$ cat config.mk
export PLATFORM = sky130hd
export DESIGN_NAME = emulator_launch_ctrl
export DESIGN_NICKNAME = d
export VERILOG_FILES = /design/src/rtl/emulator_launch_ctrl.sv
export SDC_FILE = /design/constraint.sdc
export NUM_CORES = 1
export LEC_CHECK = 0
export BUFFER_PORTS_ARGS = -buffer_cell sky130_fd_sc_hd__buf_2
export CORE_MARGIN = 5
export CORE_UTILIZATION = 60
export CTS_CLUSTER_DIAMETER = 50
export DETAILED_ROUTE_END_ITERATION = 8
export HOLD_SLACK_MARGIN = 0.1
export PLACE_DENSITY = 0.81
export SLEW_MARGIN = 10
export SYNTH_ARGS = -nofsm -noshare
export SYNTH_HDL_FRONTEND = slang
export SYNTH_SLANG_ARGS = --single-unit
$ cat constraint.sdc
create_clock -name clk -period 5.7 [get_ports clk]
set_input_delay 0.57 -clock clk [delete_from_list [all_inputs] [get_ports clk]]
set_output_delay 0.57 -clock clk [all_outputs]
set_load 0.01 [all_outputs]
$ cat src/rtl/emulator_launch_ctrl.sv
// Start/done handshake initiator for the emulator core: issues one job per start,
// times it, and reports elapsed cycles plus a timeout flag on a valid/ready port.
module emulator_launch_ctrl #(
  parameter int unsigned CYCLE_W = 32
) (
  input  logic               clk,
  input  logic               reset,
  input  logic               start_valid,
  output logic               start_ready,
  input  logic [CYCLE_W-1:0] timeout_limit,
  output logic               dut_valid,
  input  logic               dut_ready,
  output logic               done_valid,
  input  logic               done_ready,
  output logic               done_timeout,
  output logic [CYCLE_W-1:0] done_cycles,
  output logic               busy
);

  typedef enum logic [1:0] {
    IDLE = 2'd0,
    REQ  = 2'd1,
    RUN  = 2'd2,
    DONE = 2'd3
  } state_t;

  state_t             state;
  logic [CYCLE_W-1:0] cnt;
  logic [CYCLE_W-1:0] limit_q;
  logic [CYCLE_W-1:0] cnt_inc;
  logic               timeout_hit;

  // Saturating count for the current cycle; a zero limit never times out.
  always_comb begin
    cnt_inc     = (&cnt) ? cnt : cnt + CYCLE_W'(1);
    timeout_hit = (limit_q != '0) && (cnt_inc == limit_q);
  end

  assign start_ready = (state == IDLE) && dut_ready && !reset;
  assign busy        = (state != IDLE);

  always_ff @(posedge clk) begin
    if (reset) begin
      state        <= IDLE;
      dut_valid    <= 1'b0;
      done_valid   <= 1'b0;
      done_timeout <= 1'b0;
      done_cycles  <= '0;
      cnt          <= '0;
      limit_q      <= '0;
    end else begin
      case (state)
        IDLE: begin
          if (start_valid && start_ready) begin
            limit_q   <= timeout_limit;
            cnt       <= '0;
            dut_valid <= 1'b1;
            state     <= REQ;
          end
        end
        // Timeout beats acceptance here; the core may still be busy afterwards.
        REQ: begin
          cnt <= cnt_inc;
          if (timeout_hit) begin
            dut_valid    <= 1'b0;
            done_valid   <= 1'b1;
            done_timeout <= 1'b1;
            done_cycles  <= limit_q;
            state        <= DONE;
          end else if (!dut_ready) begin
            dut_valid <= 1'b0;
            state     <= RUN;
          end
        end
        // Completion beats a coincident timeout.
        RUN: begin
          cnt <= cnt_inc;
          if (dut_ready) begin
            done_valid   <= 1'b1;
            done_timeout <= 1'b0;
            done_cycles  <= cnt_inc;
            state        <= DONE;
          end else if (timeout_hit) begin
            done_valid   <= 1'b1;
            done_timeout <= 1'b1;
            done_cycles  <= limit_q;
            state        <= DONE;
          end
        end
        DONE: begin
          if (done_ready) begin
            done_valid <= 1'b0;
            state      <= IDLE;
          end
        end
        default: state <= IDLE;
      endcase
    end
  end

endmodule
# Word level (Yosys, flattened, before mapping)

Index checks and enable logic that the tools add are counted.

$add $sub $neg: 1
Equality and inequality tests: 8
Muxes and demuxes: 24
Reductions and logical operators: 19

Operator list:

| kind                    | number |
|---|---|
| $mux W32                | 4 |
| $pmux W32 S2            | 2 |
| $add A32 B1 Y32 const B | 1 |
| $eq A32 B32 Y1          | 1 |
| $reduce_and A32 Y1      | 1 |
| $reduce_bool A32 Y1     | 1 |
| $mux W2                 | 6 |
| $mux W1                 | 8 |
| $pmux W2 S4             | 1 |
| $reduce_bool A2 Y1      | 4 |
| $ne A3 B3 Y1 const B    | 2 |
| $reduce_and A2 Y1       | 3 |
| $eq A2 B2 Y1 const B    | 2 |
| $logic_and A1 B1 Y1     | 4 |
| $pmux W1 S2             | 2 |
| $reduce_and A4 Y1       | 1 |
| $pmux W1 S3             | 1 |
| $reduce_and A3 Y1       | 1 |
| $reduce_bool A3 Y1      | 1 |
| $eq A2 B1 Y1 const B    | 1 |
| $logic_not A2 Y1        | 1 |
| $ne A2 B1 Y1 const B    | 1 |
| $ne A2 B2 Y1 const B    | 1 |
| $reduce_or A2 Y1        | 1 |
| $logic_not A1 Y1        | 1 |

Register bits after elaboration: 101
Input port bits: 37
Output and inout bits: 37
Word-level logic and storage cells: 59

# Longest topological paths before layout

Word-level depth: 7
Mapped depth: 16

# Worst setup path after synthesis

Ideal clock, no wire load.

Kind: flip-flop to flip-flop
Start: reg cnt[1]
End: reg done_cycles[16]
Library setup time: 60 ps
Arrival: 3743 ps
Required time: 5640 ps
Slack: 1896 ps
Stages on the path, launching flop included: 15
Path buffers: 3
Path through: dfxtp_1 -> ha_1 -> buf_2 -> inv_2 -> nor3_1 -> mux2i_1 -> nand4_1 -> or4_1 -> or4_4 -> nor4_4 -> a21o_1 -> nor3b_2 -> buf_6 -> buf_6 -> o221a_1

Cells in the longest elaborated chain, start to end: 7

RTL lines:

| element                                                      | RTL line | source |
|---|---|---|
| start, declared                                              | 28       | `logic [CYCLE_W-1:0] cnt;` |
| start signal, assigned                                       | 63       | `cnt <= cnt_inc;` |
| start signal, assigned                                       | 77       | `cnt <= cnt_inc;` |
| $add A32 B1 Y32 / $reduce_and A32 Y1 (equally long branches) | 35       | `cnt_inc = (&cnt) ? cnt : cnt + CYCLE_W'(1);` |
| $mux W32 *                                                   | 35       |  |
| $eq A32 B32 Y1                                               | 36       | `timeout_hit = (limit_q != '0) && (cnt_inc == limit_q);` |
| $logic_and A1 B1 Y1                                          | 36       |  |
| $mux W32                                                     | --       |  |
| $mux W32                                                     | 78       | `if (dut_ready) begin` |
| $pmux W32 S2 *                                               | 52       | `case (state)` |
| end signal, assigned                                         | 68       | `done_cycles <= limit_q;` |
| end signal, assigned                                         | 81       | `done_cycles <= cnt_inc;` |
| end signal, assigned                                         | 86       | `done_cycles <= limit_q;` |
| end, declared                                                | 16       | `output logic [CYCLE_W-1:0] done_cycles,` |

Every way passes the cells marked *; elsewhere a longest branch is shown, timed or not.
A chain may end at the register's enable or synchronous reset.

# Worst setup path in the final report

Start: reg cnt[0]
End: reg done_cycles[2]

Same word-level chain as after synthesis.

==> results.toml <==
[power_and_ir_drop]
ir_drop_mv = 0.253
p_leak_nw = 2.77
switchingPower_w = 0.000722
seqPwrFrac_pct = 39.8
p_int_w = 0.00130
pwr-share-clk_pct = 32.0
sw_frac_of_total_pct = 35.7
power_frac_comb_pct = 28.2
p_per_area_mw_per_mm2 = 266
power_w = 0.00202

[global_routing]
grt_pass1_vias = 6607
grt-busiest-layer = "met2"
grt_use_met2_pct = 48.9
grt_pass1_wl_mm = 37.5
antenna_found_initial = 0
grt_start_max_net_pins = 87
grt.overflow.total = 0
grt_usage_pct = 33.8
met3_usage_pct = 7.50
grt_use_met1_pct = 48.5

[timing]
worst_pin_slew_ns = 1.02
drv_slew = 0
finalHoldViolations = 0
fin_skew_ns = 0.0137
timing.final.crit_share_pct = 81.6
relSlewSlack_pct = 32.3
setup_violations = 0
tns_ns = 0
grt_setup_unrepaired = "no"
fin_crit_ns = 4.65
timing.fmax_ghz = 0.215

[synthesis]
async_flop_share_pct = 0
ys_warn_count = 0
ys_ff_latch = 101
mappedNetlistArea_mm2 = 0.00698
postSynthNetCount = 959
ys_seq_area_share_pct = 29.0
synth-edff-count = 0
synthFlopType = "dfxtp_1"
yosys.cell_types.count = 84
synth_cells = 916
avgSynthCellArea_um2 = 7.62

[clocking]
cts_tree = "built"
cts_buffer_depth = 2
htree_levels = 3
clk_pin_slew_ns = 0.07
clock-sinks = 101
clock_latency_ns = 0.37
root_buffer = "clkbuf_16"
cts_setup_buffers = 0
post_cts_resized = 0
numCtsBuffers = 9
cts_hold_buf = 0

[setup_path]
worst_ep_required_time_ns = 6.00
worstPathArrival_ns = 4.95
crit_fanout = 14
critPathSlowestCell = "nor3_1"
path_cells = "ha_1 -> inv_2 -> nor3_1 -> mux2i_1 -> nand4_1 -> or4_1 -> or4_4 -> nor4_4 -> a21o_1 -> nor3b_4 -> buf_4 -> o221a_2"
reg2reg_depth = 12
crit_family = "simple AND/OR/NAND/NOR gates"
endpoint_kind = "flop"
critPathBufInv = 2
cp.depth = 12
critPathLaunchType = "flop"
critPathKind = "flop to flop"
slowest_delay_ns = 0.66

[layout]
n_antenna_cell = 0
finish.net_count = 975
syn2layout_area_growth_pct = 8.69
layout-drive-gt1-share_pct = 16.3
fill_cells = 1049

[floorplanning]
ios = 74
start_util_pct = 61.1
die_h_um = 118
rows = 39
die_x_um = 118
die_area_mm2 = 0.0139
design.core.area_mm2 = 0.0114

[route]
drt_iter0_drc = 896
num_vias = 7391
dr.pass1.iters = 5
wl_per_cell_um = 22.3
drc = 0
avgViaCountPerCell = 6.84
routed_wirelength_mm = 24.1
antenna_left = 0

[run]
max_cap_viol_count = 0

[hold_path]
whs_path_depth = 3
min_path_type = "input pin to flop"

[run_status]
status = "completed"

[place]
port_buffers = 73
routabilityCongestion = 1.05
dp_hpwl_mm = 17.4
logic make-up (layout without fill, tap and decap cells):
| kind of cell | after synthesis | in the layout | synth area share, % |
|---|---|---|---|
| buffers and inverters | 97 | 118 | 6.40 |
| AND/OR/NAND/NOR | 424 | 424 | 32.1 |
| flip-flops | 101 | 101 | 29.0 |
| XOR/XNOR | 50 | 50 | 6.67 |
| AO/OA/AOI/OAI | 231 | 231 | 23.8 |
| adder cells (fa/ha/maj) | 6 | 6 | 1.08 |
| multiplexers | 7 | 7 | 1.00 |
path summary, 6_finish.rpt:
path	from	slack, ns	endpoint
setup / recovery	cnt[0]	1.05	done_cycles[2]
hold / removal	timeout_limit[20]	0.44	limit_q[20]
setup reg to reg	cnt[0]	1.05	done_cycles[2]
hold reg to reg	dut_valid	0.47	dut_valid
Yosys cell counts, drive strengths merged (4+ instances only):
| cell | number | area (um2) |
|---|---|---|
| o221a | 32 | 360 |
| nor4 | 29 | 211 |
| a22oi | 12 | 90.1 |
| nor3b | 8 | 65.1 |
| and4 | 10 | 87.6 |
| mux2i | 7 | 70.1 |
| a21oi | 73 | 365 |
| buf | 37 | 221 |
| xor2 | 15 | 131 |
| a2111oi | 8 | 78.8 |
| nand4 | 27 | 218 |
| ha | 6 | 75.1 |
| a31oi | 5 | 31.3 |
| inv | 11 | 41.3 |
| xnor2 | 33 | 289 |
| o21ai | 41 | 205 |
| nor2 | 75 | 284 |
| nand2b | 11 | 68.8 |
| nand2 | 145 | 547 |
| and2 | 9 | 56.3 |
| dfxtp | 101 | 2020 |
| clkbuf | 49 | 184 |
| or4 | 5 | 45.0 |
| a211oi | 9 | 72.6 |
| nor3 | 25 | 125 |
| nor2b | 36 | 225 |
| nand3 | 16 | 80.1 |
| and3 | 9 | 56.3 |
| a211o | 4 | 35.0 |
registers in the layout, indices dropped and copies added (netlist names):
name	cells
state	2
limit_q	32
done_timeout	1
done_cycles	32
cnt	32
dut_valid	1
done_valid	1
power by group through the flow:
stage,sequential [W],combinational (W),clock (W)
6_report,0.000804,0.000570,0.000647
5_1_grt,0.000809,0.000621,0.000686
4_1_cts,0.000801,0.000556,0.000657
3_5_place_dp,0.000816,0.000552,0
3_3_place_gp,0.000816,0.000543,0
2_1_floorplan,0.000796,0.000380,0
through the flow:
stage	util [%]	cells	cell area (um2)	setup slack [ns]	hold slack, ns
after global routing	66.5	1080	7590	0.794	0.441
after floorplan	-	916	6980	1.90	0.471
final	66.5	1080	7590	1.05	0.438
after CTS	66.4	1080	7580	0.685	0.433
after global placement	63.7	1064	7280	0.797	0.459
after detailed placement	63.7	1064	7280	0.715	0.465
worst min-delay path, cell delays in order:
cell	delay (ns)
buf_2	0.09
nand2_1	0.04
a21oi_1	0.05
area by class of cell:
cell class | count | area (um2) | share of cell area, %
Multi-Input combinational cell | 718 | 4540 | 59.8
Clock buffer | 10 | 229 | 3.02
Clock inverter | 6 | 78.8 | 1.04
Timing Repair Buffer | 91 | 503 | 6.63
Inverter | 11 | 41.3 | 0.544
Tap cell | 143 | 179 | 2.36
Sequential cell | 101 | 2020 | 26.6
metal layers:
metal	up-vias	routed length, um
met5	-	0
met2	488	10400
li1	3383	-
met1	3450	9950
met3	70	2970
met4	0	825
layout by cell type (no fill, tap or decap), types with 22 or more instances in the layout:
master / synthesis / final
a21oi_1: 73 / 72
buf_2: 21 / 72
dfxtp_1: 101 / 101
nand2_1: 144 / 144
nand4_1: 22 / 22
nor2_1: 74 / 73
nor2b_1: 36 / 36
nor3_1: 25 / 25
nor4_1: 27 / 27
o21ai_0: 39 / 39
o221a_2: 22 / 22
xnor2_1: 33 / 33
Power figures use the tool's default switching activity.
